===== src/rtl/id_operand_stage.sv =====
// Decode-operand stage: flop register file, priority operand forwarding, load-use stall
// and a registered ID/EX slot. Optional same-cycle write-back bypass: define ID_WB_BYPASS_EN.
module id_operand_stage #(
    parameter int DATA_W     = 32,
    parameter int REG_ADDR_W = 5,
    parameter int FWD_SRCS   = 2,
    parameter int CTRL_W     = 16
) (
    input  logic                           clk,
    input  logic                           rst,
    input  logic                           in_valid,
    output logic                           in_ready,
    input  logic [REG_ADDR_W-1:0]          in_rs1,
    input  logic [REG_ADDR_W-1:0]          in_rs2,
    input  logic [REG_ADDR_W-1:0]          in_rd,
    input  logic                           in_rd_we,
    input  logic [CTRL_W-1:0]              in_ctrl,
    input  logic [FWD_SRCS-1:0]            fwd_valid,
    input  logic [FWD_SRCS-1:0]            fwd_avail,
    input  logic [FWD_SRCS*REG_ADDR_W-1:0] fwd_reg,
    input  logic [FWD_SRCS*DATA_W-1:0]     fwd_data,
    input  logic                           wb_we,
    input  logic [REG_ADDR_W-1:0]          wb_reg,
    input  logic [DATA_W-1:0]              wb_data,
    input  logic                           flush,
    output logic                           out_valid,
    input  logic                           out_ready,
    output logic [DATA_W-1:0]              out_src1,
    output logic [DATA_W-1:0]              out_src2,
    output logic [REG_ADDR_W-1:0]          out_rd,
    output logic                           out_rd_we,
    output logic [CTRL_W-1:0]              out_ctrl
);

    localparam int NREGS = 2**REG_ADDR_W;

    typedef enum logic {EMPTY, FULL} slotState_t;

    logic [DATA_W-1:0]     r_regs [NREGS];
    slotState_t            r_state;
    logic [DATA_W-1:0]     r_src1;
    logic [DATA_W-1:0]     r_src2;
    logic [REG_ADDR_W-1:0] r_rd;
    logic                  r_rdWe;
    logic [CTRL_W-1:0]     r_ctrl;

    logic [REG_ADDR_W-1:0] w_rs [2];
    logic [DATA_W-1:0]     w_opnd [2];
    logic [1:0]            w_opHaz;
    logic                  w_hazard;
    logic                  w_accept;

    assign w_rs[0] = in_rs1;
    assign w_rs[1] = in_rs2;

    // Oldest source is scanned first so the youngest match overwrites it and wins.
    always_comb begin
        for (int s = 0; s < 2; s++) begin
            w_opnd[s]  = r_regs[w_rs[s]];
            w_opHaz[s] = 1'b0;
`ifdef ID_WB_BYPASS_EN
            if (wb_we && wb_reg == w_rs[s]) begin
                w_opnd[s] = wb_data;
            end
`endif
            for (int i = FWD_SRCS-1; i >= 0; i--) begin
                if (fwd_valid[i] && fwd_reg[i*REG_ADDR_W +: REG_ADDR_W] == w_rs[s]) begin
                    w_opnd[s]  = fwd_data[i*DATA_W +: DATA_W];
                    w_opHaz[s] = !fwd_avail[i];
                end
            end
            if (w_rs[s] == '0) begin
                w_opnd[s]  = '0;
                w_opHaz[s] = 1'b0;
            end
        end
    end

    assign w_hazard = in_valid && (|w_opHaz);
    assign in_ready = !rst && (flush || (!w_hazard && (r_state == EMPTY || out_ready)));
    assign w_accept = in_valid && in_ready && !flush;

    always_ff @(posedge clk) begin
        if (rst) begin
            r_regs <= '{default: '0};
        end else if (wb_we && wb_reg != '0) begin
            r_regs[wb_reg] <= wb_data;
        end
    end

    // Output slot; the payload only moves on accept, so a stalled FULL slot holds still.
    always_ff @(posedge clk) begin
        if (rst) begin
            r_state <= EMPTY;
            r_src1  <= '0;
            r_src2  <= '0;
            r_rd    <= '0;
            r_rdWe  <= 1'b0;
            r_ctrl  <= '0;
        end else if (flush) begin
            r_state <= EMPTY;
        end else if (w_accept) begin
            r_state <= FULL;
            r_src1  <= w_opnd[0];
            r_src2  <= w_opnd[1];
            r_rd    <= in_rd;
            r_rdWe  <= in_rd_we;
            r_ctrl  <= in_ctrl;
        end else if (out_ready) begin
            r_state <= EMPTY;
        end
    end

    assign out_valid = (r_state == FULL);
    assign out_src1  = r_src1;
    assign out_src2  = r_src2;
    assign out_rd    = r_rd;
    assign out_rd_we = r_rdWe;
    assign out_ctrl  = r_ctrl;

endmodule


===== config.mk =====
export PLATFORM = sky130hd
export DESIGN_NAME = id_operand_stage
export DESIGN_NICKNAME = d
export VERILOG_FILES = /design/src/rtl/id_operand_stage.sv
export SDC_FILE = /design/constraint.sdc
export NUM_CORES = 2
export LEC_CHECK = 0
export ABC_AREA = 1
export BUFFER_PORTS_ARGS = -buffer_cell sky130_fd_sc_hd__buf_4
export CELL_PAD_IN_SITES_DETAIL_PLACEMENT = 1
export CELL_PAD_IN_SITES_GLOBAL_PLACEMENT = 1
export CORE_ASPECT_RATIO = 0.8
export CORE_MARGIN = 2
export CORE_UTILIZATION = 30
export DETAILED_ROUTE_END_ITERATION = 6
export PLACE_DENSITY = 0.59
export SLEW_MARGIN = 20
export SYNTH_ARGS = -nofsm -noshare
export SYNTH_HDL_FRONTEND = slang
export SYNTH_SLANG_ARGS = --single-unit

===== constraint.sdc =====
create_clock -name clk -period 5.3 [get_ports clk]
set_clock_uncertainty 0.1 [all_clocks]
set_input_delay 0.265 -clock clk [delete_from_list [all_inputs] [get_ports clk]]
set_output_delay 0.265 -clock clk [all_outputs]
set_load 0.02 [all_outputs]

==> flow_summary.yaml <==
outcome:
  status: "complete, no violations"
yosys:
  synth_area_leaders: "dfxtp_1 (37%), nand2_1 (20%), nor2_1 (16%)"
  syn_area_sq_um: 60810
  yosysWarningCount: 0
  yosysSeqAreaShare: 0.3657
  ys_seq_elements: 1111
  synth_cells: 10454
  synth.avg_cell_area_sq_um: 5.817
  yosysTopAreaCellShare: 0.3657
  synth_nets: 10607
  synth_top_area_cell: "dfxtp_1"
  ys_types: 25
floorplan:
  die_width_microns: 507.4
  io_pins: 241
  rows: 147
  die_y_microns: 406.7
  die_area_sq_um: 206300
  coreArea_sq_um: 201000
  floorplan.initialDensity: 0.3025
global_routing:
  antenna_found_initial: 23
  grt_usage: 0.3299
  grt_max_degree: 191
  grt_overflow: 0
  first_global_vias: 72987
  grt_pass1_wl_mm: 508.8
sta:
  timing.fmax_mhz: 285.3
  rsz0062_at_grt: "no"
  worstMarginPinSlew_ns: 1.228
  slew_viol_final: 0
  period_share: 0.6614
  period_needed_ns: 3.505
  fin_setup_tns_ns: 0
  relSlewSlack: 0.1814
  finalSetupViolCount: 0
  hold_ws_ns: 0.03827
  finalHoldViolations: 0
pwr:
  p_per_area_nw_per_um2: 302.1
  total_power_uw: 21190
  power.leakage_uw: 0.03073
  ir_drop_uv: 304.2
drt:
  vias_per_cell: 5.623
  wl_met2_mm: 150.2
  firstDrtPassIters: 5
  post-route-drc-count: 0
  drtAntennaViolNets: 0
  wl_mm: 349.6
  wire_per_inst_microns: 26.81
  dr.first_iter.drc_count: 7459
  met1_length_mm: 154.7
  met3_length_mm: 31.10
  vias: 73333
  dr.max_layer_used: "met5"
finish:
  fin_nets: 10406
  drive_above_1_share: 0.06424
  area_growth_pct: 15.36
  n_fill_cell: 26224
  multi_input_area_sq_um: 34580
  seq_area_sq_um: 22240
critical_path:
  crit_chain: "buf_8 -> inv_8 -> nand2_1 -> nand2_1 -> nor2_1 -> nand3_1 -> inv_2 -> buf_4 -> a31oi_1 -> nand2_1 -> nand3_1 -> dlygate4sd3_1 -> nor2_1 -> nor2_1 -> nor2_1"
  cp_num_buf_inv: 5
  worstPathMaxFanout: 80
  crit_arrival_ns: 4.12
  worstPathRequired_ns: 5.91
  cp-start-kind: "primary input"
  end_kind: "flop"
  critPathMostFrequentCell: "nor2_1"
  slowest_stage: "inv_2"
  path_delay_family: "buffers and inverters"
  crit_type: "in -> reg"
  max_stage_delay_ns: 0.75
clock_tree:
  clk_latency_ns: 0.81
  h-tree-depth: 4
  cts.sinks: 1111
  clk_pin_slew_ns: 0.07
  holdBufCountCts: 139
  ctsRootBufferMaster: "clkbuf_16"
  numCtsBuffers: 137
  post-cts-setup-buffers: 0
  cts_buffer_depth: 3
  cts_tree: "built"
  cts_resized: 0
place:
  io_buffers: 240
  place_congestion: 0.8705
  dp_hpwl_mm: 202.7
worst_hold_path:
  hp-class: "in -> reg"
run:
  drv_cap: 0
[final timing paths]
check	start	endpoint	slack, ns	depth (start not counted)
worst max-delay path	in_rs2[1]	out_src2[16]$_SDFFE_PP0P_	1.79	15
worst min-delay path	fwd_data[13]	out_src1[13]$_SDFFE_PP0P_	0.04	7
worst max register to register	r_regs[96]$_SDFFE_PP0P_	out_src1[0]$_SDFFE_PP0P_	2.38	13
worst min register to register	r_regs[1021]$_SDFFE_PP0P_	r_regs[1021]$_SDFFE_PP0P_	0.34	2
[sequential cells by signal, summed over array words and instances, names as in the netlist]
register,cells
r_regs,1024
out_src1,32
out_src2,32
out_ctrl,16
out_rd,5
out_rd_we,1
out_valid,1
[synthesized netlist by cell type (all sizes together)]
cell type and instances:
a21boi 1, a21oi 152, a31oi 64, buf 328, clkbuf 556, dfxtp 1111, inv 198, nand2 3229
nand3 1288, nand4 3, nor2 2515, nor3 9, o21a 1, o21ai 994, o22ai 1, or3b 1
xnor2 1, xor2 2
[worst register-to-register path: stages, from the launching register on]
cell and delay [ns]:
dfxtp_1 0.39, nand2_1 0.08, nand3_1 0.09, nand2_1 0.09, nand2_1 0.09, nand3_1 0.14, nand2_1 0.41, nand3_1 0.43
nand2_1 0.17, nand3_1 0.07, dlygate4sd3_1 0.59, nor2_1 0.09, nor2_1 0.05, nor2_1 0.07
[layer usage]
metal | vias to the layer above | global-route usage
li1 | 32721 | -
met1 | 36687 | 0.4487
met2 | 3257 | 0.5139
met3 | 660 | 0.06631
met4 | 8 | 0.1206
met5 | - | 0
[area by class of cell]
class,instances,share of cell area
tap,2682,0.04784
clock inverter,24,0.003460
timing repair buffer,544,0.06794
antenna,7,0.0002497
inverter,198,0.01117
sequential,1111,0.3171
clock buffer,214,0.05936
multi-input combinational,8261,0.4929
[cells by family (layout without fill, tap and decap cells)]
group / Yosys count / in the layout / share of synthesized area
compound gates: 1213 / 1213 / 0.1013
xor+xnor: 3 / 3 / 0.0004322
buf+inv: 1082 / 980 / 0.07059
flops: 1111 / 1111 / 0.3657
other cells: 0 / 7 / 0
simple gates: 7045 / 7045 / 0.4620
[cells in the final DEF (no fill, tap or decap), types with 2 or more instances in the layout]
cell type      netlist  layout
a21oi_1            152     152
a31oi_1             64      64
buf_12               0      24
buf_4                2     376
buf_8                0       4
bufinv_16            0       3
clkbuf_1           556      38
clkbuf_16            0     142
clkbuf_8             0      34
clkinv_1             0       4
clkinv_2             0      12
dfxtp_1           1111    1111
diode_2              0       7
dlygate4sd3_1        0     139
inv_1              190     177
inv_2                8      10
inv_6                0       9
inv_8                0       5
nand2_1           3229    3227
nand2_2              0       2
nand3_1           1288    1288
nand4_1              2       2
nor2_1            2514    2477
nor2_4               0      38
nor3_1               8       8
o21ai_0            994     994
xor2_1               2       2
[report_power, final]
group | leakage [uW] | switching, uW | internal (uW) | total (uW)
Clock | 0.00217 | 4160 | 5530 | 9690
Combinational | 0.0196 | 2220 | 712 | 2930
Sequential | 0.00897 | 99.2 | 8470 | 8570
Total | 0.0307 | 6480 | 14700 | 21200
[stage by stage]
| stage | cells | setup slack (ns) | cell area [sq um] | utilization |
|---|---|---|---|---|
| 5_1_grt | 13037 | 1.623 | 70140 | 0.3489 |
| 4_1_cts | 13034 | 1.942 | 70130 | 0.3488 |
| 6_report | 13041 | 1.795 | 70150 | 0.3489 |
| 3_3_place_gp | 12657 | 1.528 | 64330 | 0.3200 |
| 2_1_floorplan | 10454 | 3.383 | 60810 | - |
| 3_5_place_dp | 12657 | 1.499 | 64330 | 0.3200 |
(Power assumes the default switching activity.)
